**src/rtl/snn_pkg.sv**
```systemverilog
// Shared types and arithmetic helpers for the LIF neuron array.
// Holds the scan FSM encoding, default neuron constants and saturating math.
package snn_pkg;

  typedef enum logic [1:0] {
    IDLE       = 2'd0,
    SCAN       = 2'd1,
    SPIKE_WAIT = 2'd2
  } lif_state_t;

  localparam int DEF_THRESHOLD  = 1000;
  localparam int DEF_LEAK_SHIFT = 2;

  // Clamp a wide signed value into the range of a w-bit signed number.
  function automatic logic signed [63:0] sat_clamp(input logic signed [63:0] x, input int w);
    logic signed [63:0] hi;
    logic signed [63:0] lo;
    hi = (64'sd1 <<< (w - 1)) - 64'sd1;
    lo = -(64'sd1 <<< (w - 1));
    if (x > hi) begin
      return hi;
    end
    if (x < lo) begin
      return lo;
    end
    return x;
  endfunction

  function automatic logic signed [63:0] sat_add(input logic signed [63:0] a,
                                                 input logic signed [63:0] b,
                                                 input int w);
    return sat_clamp(a + b, w);
  endfunction

endpackage

```
**src/rtl/lif_update.sv**
```systemverilog
// Combinational leaky-integrate-and-fire step for one neuron.
// Shared by the scan; the caller always clears the accumulator afterwards.
module lif_update
  import snn_pkg::*;
#(
  parameter int V_WIDTH    = 16,
  parameter int THRESHOLD  = DEF_THRESHOLD,
  parameter int LEAK_SHIFT = DEF_LEAK_SHIFT,
  parameter int REFRACT    = 2,
  parameter int RW         = 2
) (
  input  logic signed [V_WIDTH-1:0] v,
  input  logic signed [V_WIDTH-1:0] acc,
  input  logic        [RW-1:0]      refr,
  output logic signed [V_WIDTH-1:0] v_next,
  output logic        [RW-1:0]      refr_next,
  output logic                      spike
);

  localparam int EW = V_WIDTH + 2;
  localparam logic signed [V_WIDTH-1:0] THR = V_WIDTH'(THRESHOLD);

  logic signed [EW-1:0] v_ext;
  logic signed [EW-1:0] acc_ext;
  logic signed [EW-1:0] leak_ext;
  logic signed [EW-1:0] sum;
  logic signed [V_WIDTH-1:0] vn;

  // Two guard bits make the three-term sum exact before clamping.
  assign v_ext    = v;
  assign acc_ext  = acc;
  assign leak_ext = v >>> LEAK_SHIFT;
  assign sum      = v_ext + acc_ext - leak_ext;
  assign vn       = V_WIDTH'(sat_clamp(sum, V_WIDTH));

  always_comb begin
    v_next    = '0;
    refr_next = '0;
    spike     = 1'b0;
    if (refr != '0) begin
      refr_next = refr - RW'(1);
    end else if (vn >= THR) begin
      spike     = 1'b1;
      refr_next = RW'(REFRACT);
    end else begin
      v_next = vn;
    end
  end

endmodule

```
**src/rtl/lif_neuron_array.sv**
```systemverilog
// Array of LIF neurons: events integrate into per-neuron accumulators while idle,
// and each tick triggers an in-order scan that emits spikes over a ready/valid port.
module lif_neuron_array
  import snn_pkg::*;
#(
  parameter int N_NEURONS  = 8,
  parameter int V_WIDTH    = 16,
  parameter int THRESHOLD  = DEF_THRESHOLD,
  parameter int LEAK_SHIFT = DEF_LEAK_SHIFT,
  parameter int REFRACT    = 2,
  parameter int IDX_W      = $clog2(N_NEURONS)
) (
  input  logic                      clk,
  input  logic                      rst,
  input  logic                      in_valid,
  output logic                      in_ready,
  input  logic        [IDX_W-1:0]   in_idx,
  input  logic signed [V_WIDTH-1:0] in_weight,
  input  logic                      tick,
  output logic                      busy,
  output logic                      tick_overrun,
  output logic                      spk_valid,
  input  logic                      spk_ready,
  output logic        [IDX_W-1:0]   spk_idx
);

  localparam int CW = $clog2(N_NEURONS + 1);
  localparam int RW = (REFRACT < 1) ? 1 : $clog2(REFRACT + 1);
  localparam logic [CW-1:0] LAST_IDX = CW'(N_NEURONS - 1);
  localparam logic [CW-1:0] END_IDX  = CW'(N_NEURONS);

  lif_state_t                state_reg;
  logic [CW-1:0]             idx_reg;
  logic                      spk_valid_reg;
  logic [IDX_W-1:0]          spk_idx_reg;
  logic                      overrun_reg;

  logic signed [V_WIDTH-1:0] v_reg    [N_NEURONS];
  logic signed [V_WIDTH-1:0] acc_reg  [N_NEURONS];
  logic        [RW-1:0]      refr_reg [N_NEURONS];

  logic [IDX_W-1:0]          scan_idx;
  logic                      process_en;
  logic [N_NEURONS-1:0]      ev_hit;
  logic [N_NEURONS-1:0]      upd_hit;
  logic signed [V_WIDTH-1:0] acc_ev;
  logic signed [V_WIDTH-1:0] upd_v;
  logic        [RW-1:0]      upd_refr;
  logic                      upd_spike;

  assign in_ready     = (state_reg == IDLE);
  assign busy         = !in_ready;
  assign tick_overrun = overrun_reg;
  assign spk_valid    = spk_valid_reg;
  assign spk_idx      = spk_idx_reg;
  assign scan_idx     = idx_reg[IDX_W-1:0];

  // A pending spike that is being accepted this cycle lets the next neuron proceed.
  assign process_en = (state_reg == SCAN) ||
                      ((state_reg == SPIKE_WAIT) && spk_ready && (idx_reg != END_IDX));

  assign acc_ev = V_WIDTH'(sat_add(acc_reg[in_idx], in_weight, V_WIDTH));

  lif_update #(
    .V_WIDTH   (V_WIDTH),
    .THRESHOLD (THRESHOLD),
    .LEAK_SHIFT(LEAK_SHIFT),
    .REFRACT   (REFRACT),
    .RW        (RW)
  ) u_update (
    .v        (v_reg[scan_idx]),
    .acc      (acc_reg[scan_idx]),
    .refr     (refr_reg[scan_idx]),
    .v_next   (upd_v),
    .refr_next(upd_refr),
    .spike    (upd_spike)
  );

  // Out-of-range event indices match no neuron and are silently dropped.
  generate
    for (genvar gi = 0; gi < N_NEURONS; gi++) begin : g_hit
      assign ev_hit[gi]  = in_valid && in_ready && (in_idx == IDX_W'(gi));
      assign upd_hit[gi] = process_en && (idx_reg == CW'(gi));
    end
  endgenerate

  always_ff @(posedge clk or posedge rst) begin
    if (rst) begin
      for (int n = 0; n < N_NEURONS; n++) begin
        v_reg[n]    <= '0;
        acc_reg[n]  <= '0;
        refr_reg[n] <= '0;
      end
    end else begin
      for (int n = 0; n < N_NEURONS; n++) begin
        if (upd_hit[n]) begin
          v_reg[n]    <= upd_v;
          acc_reg[n]  <= '0;
          refr_reg[n] <= upd_refr;
        end else if (ev_hit[n]) begin
          acc_reg[n] <= acc_ev;
        end
      end
    end
  end

  always_ff @(posedge clk or posedge rst) begin
    if (rst) begin
      state_reg     <= IDLE;
      idx_reg       <= '0;
      spk_valid_reg <= 1'b0;
      spk_idx_reg   <= '0;
      overrun_reg   <= 1'b0;
    end else begin
      overrun_reg <= tick && (state_reg != IDLE);
      case (state_reg)
        IDLE: begin
          if (tick) begin
            state_reg <= SCAN;
            idx_reg   <= '0;
          end
        end
        SCAN, SPIKE_WAIT: begin
          if (process_en) begin
            idx_reg <= idx_reg + CW'(1);
            if (upd_spike) begin
              spk_valid_reg <= 1'b1;
              spk_idx_reg   <= scan_idx;
              state_reg     <= SPIKE_WAIT;
            end else begin
              spk_valid_reg <= 1'b0;
              state_reg     <= (idx_reg == LAST_IDX) ? IDLE : SCAN;
            end
          end else if ((state_reg == SPIKE_WAIT) && spk_ready) begin
            spk_valid_reg <= 1'b0;
            state_reg     <= IDLE;
          end
        end
        default: state_reg <= IDLE;
      endcase
    end
  end

endmodule

```
**config.mk**
```make
export PLATFORM = sky130hd
export DESIGN_NAME = lif_neuron_array
export DESIGN_NICKNAME = d
export VERILOG_FILES = /design/src/rtl/snn_pkg.sv /design/src/rtl/lif_update.sv /design/src/rtl/lif_neuron_array.sv
export SDC_FILE = /design/constraint.sdc
export NUM_CORES = 1
export LEC_CHECK = 0
export BUFFER_PORTS_ARGS = -buffer_cell sky130_fd_sc_hd__buf_2
export CAP_MARGIN = 20
export CORE_MARGIN = 2
export CORE_UTILIZATION = 40
export DETAILED_ROUTE_END_ITERATION = 6
export SLEW_MARGIN = 20
export SYNTH_ARGS = -nofsm -noshare
export SYNTH_HDL_FRONTEND = slang
export SYNTH_SLANG_ARGS = --single-unit
export TNS_END_PERCENT = 50
```
**constraint.sdc**
```tcl
create_clock -name clk -period 20.2 [get_ports clk]
set_input_delay 2.02 -clock clk [delete_from_list [all_inputs] [get_ports clk]]
set_output_delay 2.02 -clock clk [all_outputs]
set_load 0.02 [all_outputs]
```
Word-level counts from Yosys, hierarchy flattened

Cells that the tools add are included.

Multiply operators: 0
Order comparisons: 7
Bitwise gates (word level): 2
Multiplexer cells: 60
Equality and inequality tests: 20
Add/sub/neg operators: 5
Reduce and logical (&&, ||, !) cells: 42
Shifts and indexed selects: 0
Div/mod/pow operators: 0

Operators by type and width:

| cell                                                                               | count |
|---|---|
| 16-bit two-way mux                                                                 | 32 |
| 16-bit binary-select mux with 3-bit select                                         | 3 |
| 16-bit by 16-bit adder with 17-bit output                                          | 2 |
| 2-bit nonzero test                                                                 | 12 |
| 1-bit logical AND                                                                  | 20 |
| 18-bit by 16-bit greater-than comparator with 1-bit output (second input constant) | 1 |
| 18-bit by 16-bit less-than comparator with 1-bit output (second input constant)    | 1 |
| 17-bit by 14-bit subtractor with 18-bit output                                     | 1 |
| 17-bit by 16-bit greater-than comparator with 1-bit output (second input constant) | 1 |
| 17-bit by 16-bit less-than comparator with 1-bit output (second input constant)    | 1 |
| 4-bit by 3-bit equality test with 1-bit output (second input constant)             | 4 |
| 16-bit by 11-bit >= comparator with 1-bit output (second input constant)           | 1 |
| 2-bit two-way mux                                                                  | 8 |
| 3-bit equality test (second input constant)                                        | 4 |
| 1-bit two-way mux                                                                  | 12 |
| 4-bit by 2-bit equality test with 1-bit output (second input constant)             | 2 |
| 4-bit >= comparator (second input constant)                                        | 2 |
| 4-bit two-way mux                                                                  | 2 |
| 3-bit inverter with 4-bit output                                                   | 2 |
| 4-bit case mux with 2 select lines                                                 | 1 |
| 2-bit binary-select mux with 3-bit select                                          | 1 |
| 3-bit by 2-bit equality test with 1-bit output (second input constant)             | 2 |
| 3-bit AND reduction                                                                | 2 |
| 4-bit by 1-bit adder with 4-bit output (second input constant)                     | 1 |
| 17 further kinds                                                                   | 18 |

Memory bits (writable): 0
Bits in read-only memories: 0
Bits in registers: 283
Input bits: 24
Bits in latches: 0
Output and inout bits: 7
Memories: 0
Logic and storage cells: 165

Longest topological paths before layout

Word-level depth: 17
Mapped depth: 20
Depth with buffers taken out: 16

Modules after synthesis

From an unflattened synthesis, not the netlist that was laid out.

Cell total of the unflattened synthesis: 1705
Area, all modules: 17192.7 µm²

By module, submodules not included:

| module           | seq. area each (µm²) | area each (µm²) | cells an instance | times used |
|---|---|---|---|---|
| lif_neuron_array | 7081.8               | 15366.0         | 1448              | 1 |
| lif_update       | 0.0                  | 1826.8          | 257               | 1 |

Worst setup path before layout

No wires, ideal clock.

Path type: input port to flip-flop
From: in in_idx[0]
To: reg acc_reg[100] (netlist name)
Cell stages on the path: 16
Arrival time: 6551 ps
Setup time: 138 ps
Buffers on the path: 3
Setup slack: 13510 ps
Required time: 20062 ps
Cells stage by stage: clkbuf_1 buf_1 mux4_2 mux2_2 ha_1 fa_1 a211oi_1 o21ai_0 a31o_2 a21oi_1 o21ai_0 and2_1 o41ai_2 buf_2 maj3_1 a211oi_1

Word-level cells in the longest chain between the ends: 12
Elaborated cells on any way between the ends: 18
Those cells by class: add/sub: 1; order compare: 2; eq/ne: 1; mux: 11; bitwise: 1; reduce/logical: 2

Ends and longest elaborated chain:

| item                                                    | line                    | source |
|---|---|---|
| start, declared                                         | lif_neuron_array.sv:17  | `input logic [IDX_W-1:0] in_idx,` |
| 3-bit inverter with 4-bit output (implied by the code)  | lif_neuron_array.sv:62  | `assign acc_ev = V_WIDTH'(sat_add(acc_reg[in_idx], in_weight, V_WIDTH));` |
| 16-bit binary-select mux with 3-bit select              | lif_neuron_array.sv:62  |  |
| 16-bit two-way mux (implied by the code) (2 in series)  | lif_neuron_array.sv:62  |  |
| 16-bit by 16-bit adder with 17-bit output               | snn_pkg.sv:32           | `return sat_clamp(a + b, w);` |
| 17-bit by 16-bit less-than comparator with 1-bit output | snn_pkg.sv:23           | `if (x < lo) begin` |
| 1-bit two-way mux (2 in series)                         | snn_pkg.sv:23           |  |
| 16-bit two-way mux                                      | snn_pkg.sv:26           | `return x;` |
| 16-bit two-way mux                                      | snn_pkg.sv:23           |  |
| 16-bit two-way mux                                      | lif_neuron_array.sv:100 | `end else if (ev_hit[n]) begin` |
| 16-bit two-way mux                                      | lif_neuron_array.sv:96  | `if (upd_hit[n]) begin` |
| end signal, assigned by index                           | lif_neuron_array.sv:101 | `acc_reg[n] <= acc_ev;` |
| end, declared                                           | lif_neuron_array.sv:39  | `logic signed [V_WIDTH-1:0] acc_reg [N_NEURONS];` |

Several ways; a longest one is shown, not always the timed one. The select of a mux whose other input is x is not followed.
A chain may end at the register's enable or synchronous reset.

Worst setup path after layout

From: reg idx_reg[0]
To: reg v_reg[120] (netlist name)

Word-level cells in the longest chain between the ends: 14
Elaborated cells on any way between the ends: 29
Those cells by class: add/sub: 2; order compare: 3; eq/ne: 1; mux: 17; bitwise: 1; reduce/logical: 5

Ends and longest elaborated chain:

| item                                                          | line                                                                   | source |
|---|---|---|
| start, declared                                               | lif_neuron_array.sv:33                                                 | `logic [CW-1:0] idx_reg;` |
| start signal, assigned                                        | lif_neuron_array.sv:125                                                | `idx_reg <= idx_reg + CW'(1);` |
| 3-bit inverter with 4-bit output (implied by the code)        | lif_neuron_array.sv:71, lif_neuron_array.sv:72, lif_neuron_array.sv:73 |  |
| 16-bit binary-select mux with 3-bit select (on tied branches) | lif_neuron_array.sv:71, lif_neuron_array.sv:72                         |  |
| 16-bit two-way mux (on tied branches) (2 in series)           | lif_neuron_array.sv:71, lif_neuron_array.sv:72                         |  |
| 16-bit by 16-bit adder with 17-bit output                     | lif_update.sv:33                                                       | `assign sum = v_ext + acc_ext - leak_ext;` |
| 17-bit by 14-bit subtractor with 18-bit output                | lif_update.sv:33                                                       |  |
| 18-bit by 16-bit less-than comparator with 1-bit output       | snn_pkg.sv:23                                                          |  |
| 1-bit two-way mux (2 in series)                               | snn_pkg.sv:23                                                          |  |
| 16-bit two-way mux                                            | snn_pkg.sv:26                                                          |  |
| 16-bit two-way mux                                            | snn_pkg.sv:23                                                          |  |
| 16-bit by 11-bit >= comparator with 1-bit output              | lif_update.sv:42                                                       | `end else if (vn >= THR) begin` |
| 16-bit two-way mux                                            | lif_update.sv:42                                                       |  |
| 16-bit two-way mux                                            | lif_update.sv:40                                                       | `if (refr != '0) begin` |
| end signal, assigned by index                                 | lif_neuron_array.sv:97                                                 | `v_reg[n] <= upd_v;` |
| end, declared                                                 | lif_neuron_array.sv:38                                                 | `logic signed [V_WIDTH-1:0] v_reg [N_NEURONS];` |

Several ways; a longest one is shown, not always the timed one. The select of a mux whose other input is x is not followed.

==> results.md <==
* Post-Synthesis Cell Area at 16030 um^2
* Worst r2r src: idx_reg[0]
* Deepest clock path buffer count at 3
* TNS Setup at 0 ps
* Most used standard cell by instance count after synthesis: dfrtp_1
* Die Span X at around 200 um
* Hold Path Sink: v_reg[49]
* Initial DRC Count at 882
* Clock Sink Count at 283
* Status: completed
* Minimum clock period at 6737 ps
* Setup ws final at about 13000 ps
* DR WL/cell at roughly 21 um
* Hold Slack at about 480 ps
* Number of buffer and inverter stages on the critical path at 3
* Fraction of layout instances using a drive strength above 1 at 16.72%
* Global-route usage over all layers at a little over a fifth
* Total count of hold-check failures in the final report at 0
* Delay of the slowest critical-path stage at 830 ps
* Weighted congestion at the end of routability-driven global placement at 0.8255
* Detailed-route vias per instance at around 5.7
* Final wirelength at 42640 um
* Root buf cell: clkbuf_16
* Slew at the pin closest to its max-slew limit at approximately 1100 ps
* Final Instance Count excl. Fillers at a little over 2000
* Critical path class: reg2reg
* Total of flip-flops plus latches after synthesis at approximately 280
* Mean area per synthesized cell at roughly 11 um^2
* Setup slack on the worst flop-to-flop path at around 13000 ps
* Worst-Skew Late Latency at about 520 ps
* Data arrival time of the worst path at between 7000 and 8000 ps
* CTS tree: yes
* Post-route ant nets at 0
* Number of hold-repair buffers added at the cts stage at 0
* RSZ-0062 raised after global routing: no
* Iteration count of the initial detailed-routing pass at 5
* Number of placed cells counting well taps at 1980
* Total DRC errors in the routed layout at 0
* Cell-by-cell listing of the critical path: buf_4 -> mux4_2 -> mux2i_1 -> inv_1 -> fa_1 -> inv_1 -> fa_1 -> a211oi_1 -> o21ai_0 -> nor2_1 -> o311ai_0 -> or4_4 -> nor3_2 -> nand3_1 -> o22ai_1
* Clk pin slew, worst setup/hold paths at 60 ps
* Layout Area Growth over Synthesis at 11.00%
* Number of placement rows at 73
* Largest cells by area after synthesis: dfrtp_1 (44%), mux4_2 (14%), o21ai_0 (5.8%), a211oi_1 (4.4%), nand2_1 (4.3%)
* Wl on met1 at 20110 um
* Wire length of the first global-routing pass at a little under 70000 um
* Amount of wire on met3 after detailed routing at approximately 2400 um
* Count of input and output buffers at 30
* Cts repair resizes at 0
* Async set or reset register ratio after synthesis at 100.0%
* Synth cell count leaders: dfrtp_1 (283), nand2_1 (185), o21ai_0 (185)
* Period utilisation layout at about a third
* Pin count of the biggest net entering global routing at approximately 170
* Cells on worst reg2reg path at 15
* Overflow left after global routing at 0
* Final Max Tran Viols at 0
* TritonCTS Buffers at 34
* Fraction of synthesized cell area taken by the top area cell type at between 40% and 50%
* Critical path's top delay family: simple AND/OR/NAND/NOR gates
* Number of global-route vias before repair at 11690
* Maximum achievable frequency at ~150 MHz
* Cell type with the highest aggregate area in the netlist: dfrtp_1
* Max Clock Skew at 21.58 ps
* CP Capture Type: flip-flop
* Worst-case headroom to the max-slew limit at between 20% and 30%
* Share of synthesized area occupied by flip-flops and latches at 44.18%
* Number of H-tree levels at 2
* Ys flop type: dfrtp_1
* Std-Cell Core Area at 39640 um^2
* Nature of the critical path startpoint: flip-flop
* Crit path max fanout at between 40 and 50
* Post-placement worst setup slack at about 13000 ps
* Buffers inserted by post-CTS timing repair at 0
* Chip height at 204.2 um
* Die Footprint at between 40000 and 50000 um^2
* Highest metal layer with signal wires: met5
* Standard cell with the maximum stage delay on the critical path: buf_4
* Endpoints failing setup at 0
* Instance count of the mapped netlist at between 1500 and 2000
* Hold path depth at 2
* Startpoint of the most critical hold path: v_reg[49]
* Synthesis warning total at 0
* Detail Placement HPWL at approximately 26000 um
* Number of flops mapped to enable cells by yosys at 0
* Count of boundary I/O pins at 31
* Critical path required time at around 21000 ps
* Met2 wirelength from detailed routing at 19120 um
* Max cap viols at 0
* Antenna violations before repair at 1
* Worst hold path class: reg2reg
* Starting Density at 40.44%
* RR Endpoint: v_reg[120]
* Number of nets produced by synthesis at roughly 1600
* Nets at between 1500 and 2000
* Count of vias placed by the detailed router at between 10000 and 15000
* Count of unique library cells instantiated by Yosys at 64
## logic make-up (layout without fill, tap and decap cells)
family	after synthesis	in the layout	synth area share, %
xor gates and xnor gates	25	25	1.366
and+or+nand+nor	382	382	9.999
buffers and inverters	170	169	4.028
AOI/OAI and AO/OA	420	420	16.14
DFF	283	283	44.18
muxes	159	159	17.91
adders and majority gates	75	75	6.370
other	0	1	0
## worst max-delay path by stage
stage	start	endpoint	slack [ps]	depth (start not counted)
6_report	idx_reg[0]	v_reg[120]	13460	15
5_1_grt	idx_reg[0]	v_reg[84]	12850	16
4_1_cts	idx_reg[0]	v_reg[98]	13370	16
3_5_place_dp	in_idx[0]	acc_reg[124]	13270	16
3_3_place_gp	in_idx[0]	acc_reg[114]	13300	16
2_1_floorplan	rst	acc_reg[0]	10370	1
## per-stage QoR
stage	instance area, um^2	util (%)
floorplan	16030	-
global placement	16660	42.03
detailed placement	16660	42.03
CTS	17790	44.88
global route	17790	44.88
finish	17790	44.88
## area by class of cell
type	count	area, um^2
diodes	1	2.502
clock buffers	46	945.9
clock inverters	12	182.7
fillers	3743	21850
inverters	59	229.0
multi-input cells	1061	8357
flip-flops and latches	283	7091
well taps	525	656.9
repair buffers	52	327.8
## cells in the final DEF (no fill, tap or decap), types with 4 or more instances in the layout
cell	Yosys	layout
a211o_1	6	6
a211oi_1	95	95
a21o_1	9	9
a21oi_1	65	65
a31oi_1	5	5
and2_0	4	4
and2_1	6	6
buf_2	3	30
buf_4	1	21
bufinv_16	0	4
clkbuf_1	92	7
clkbuf_16	0	34
clkbuf_8	0	5
clkinv_2	0	4
dfrtp_1	283	280
fa_1	16	16
ha_1	44	44
inv_1	59	58
maj3_1	15	15
mux2_2	23	23
mux2i_1	36	36
mux4_2	100	100
nand2_1	185	184
nand2b_1	12	12
nand3_1	12	12
nor2_1	133	127
nor2_4	0	4
nor2b_1	6	6
o211ai_1	10	10
o21ai_0	185	185
o21ai_1	6	6
o22ai_1	6	6
xnor2_1	14	14
xor2_1	11	10
## per-layer routing
layer  vias to the layer above  global-route usage [%]
met5                         -                       0
met2                       294                   32.43
met3                        61                   3.635
li1                       5437                       -
met4                         2                   6.444
met1                      5843                   30.39
## worst register-to-register path, delay by kind of cell, from the launching register on
kind / cells / cell delay [ps]
compound gates: 4 / 1220
fa+ha+maj: 2 / 1000
buf+inv: 3 / 1020
flops: 1 / 760
mux: 2 / 970
simple gates: 4 / 1690
Power is left out: the tool's default activity adds up to more than one toggle a clock period on the data nets, which glitch-free logic cannot reach.
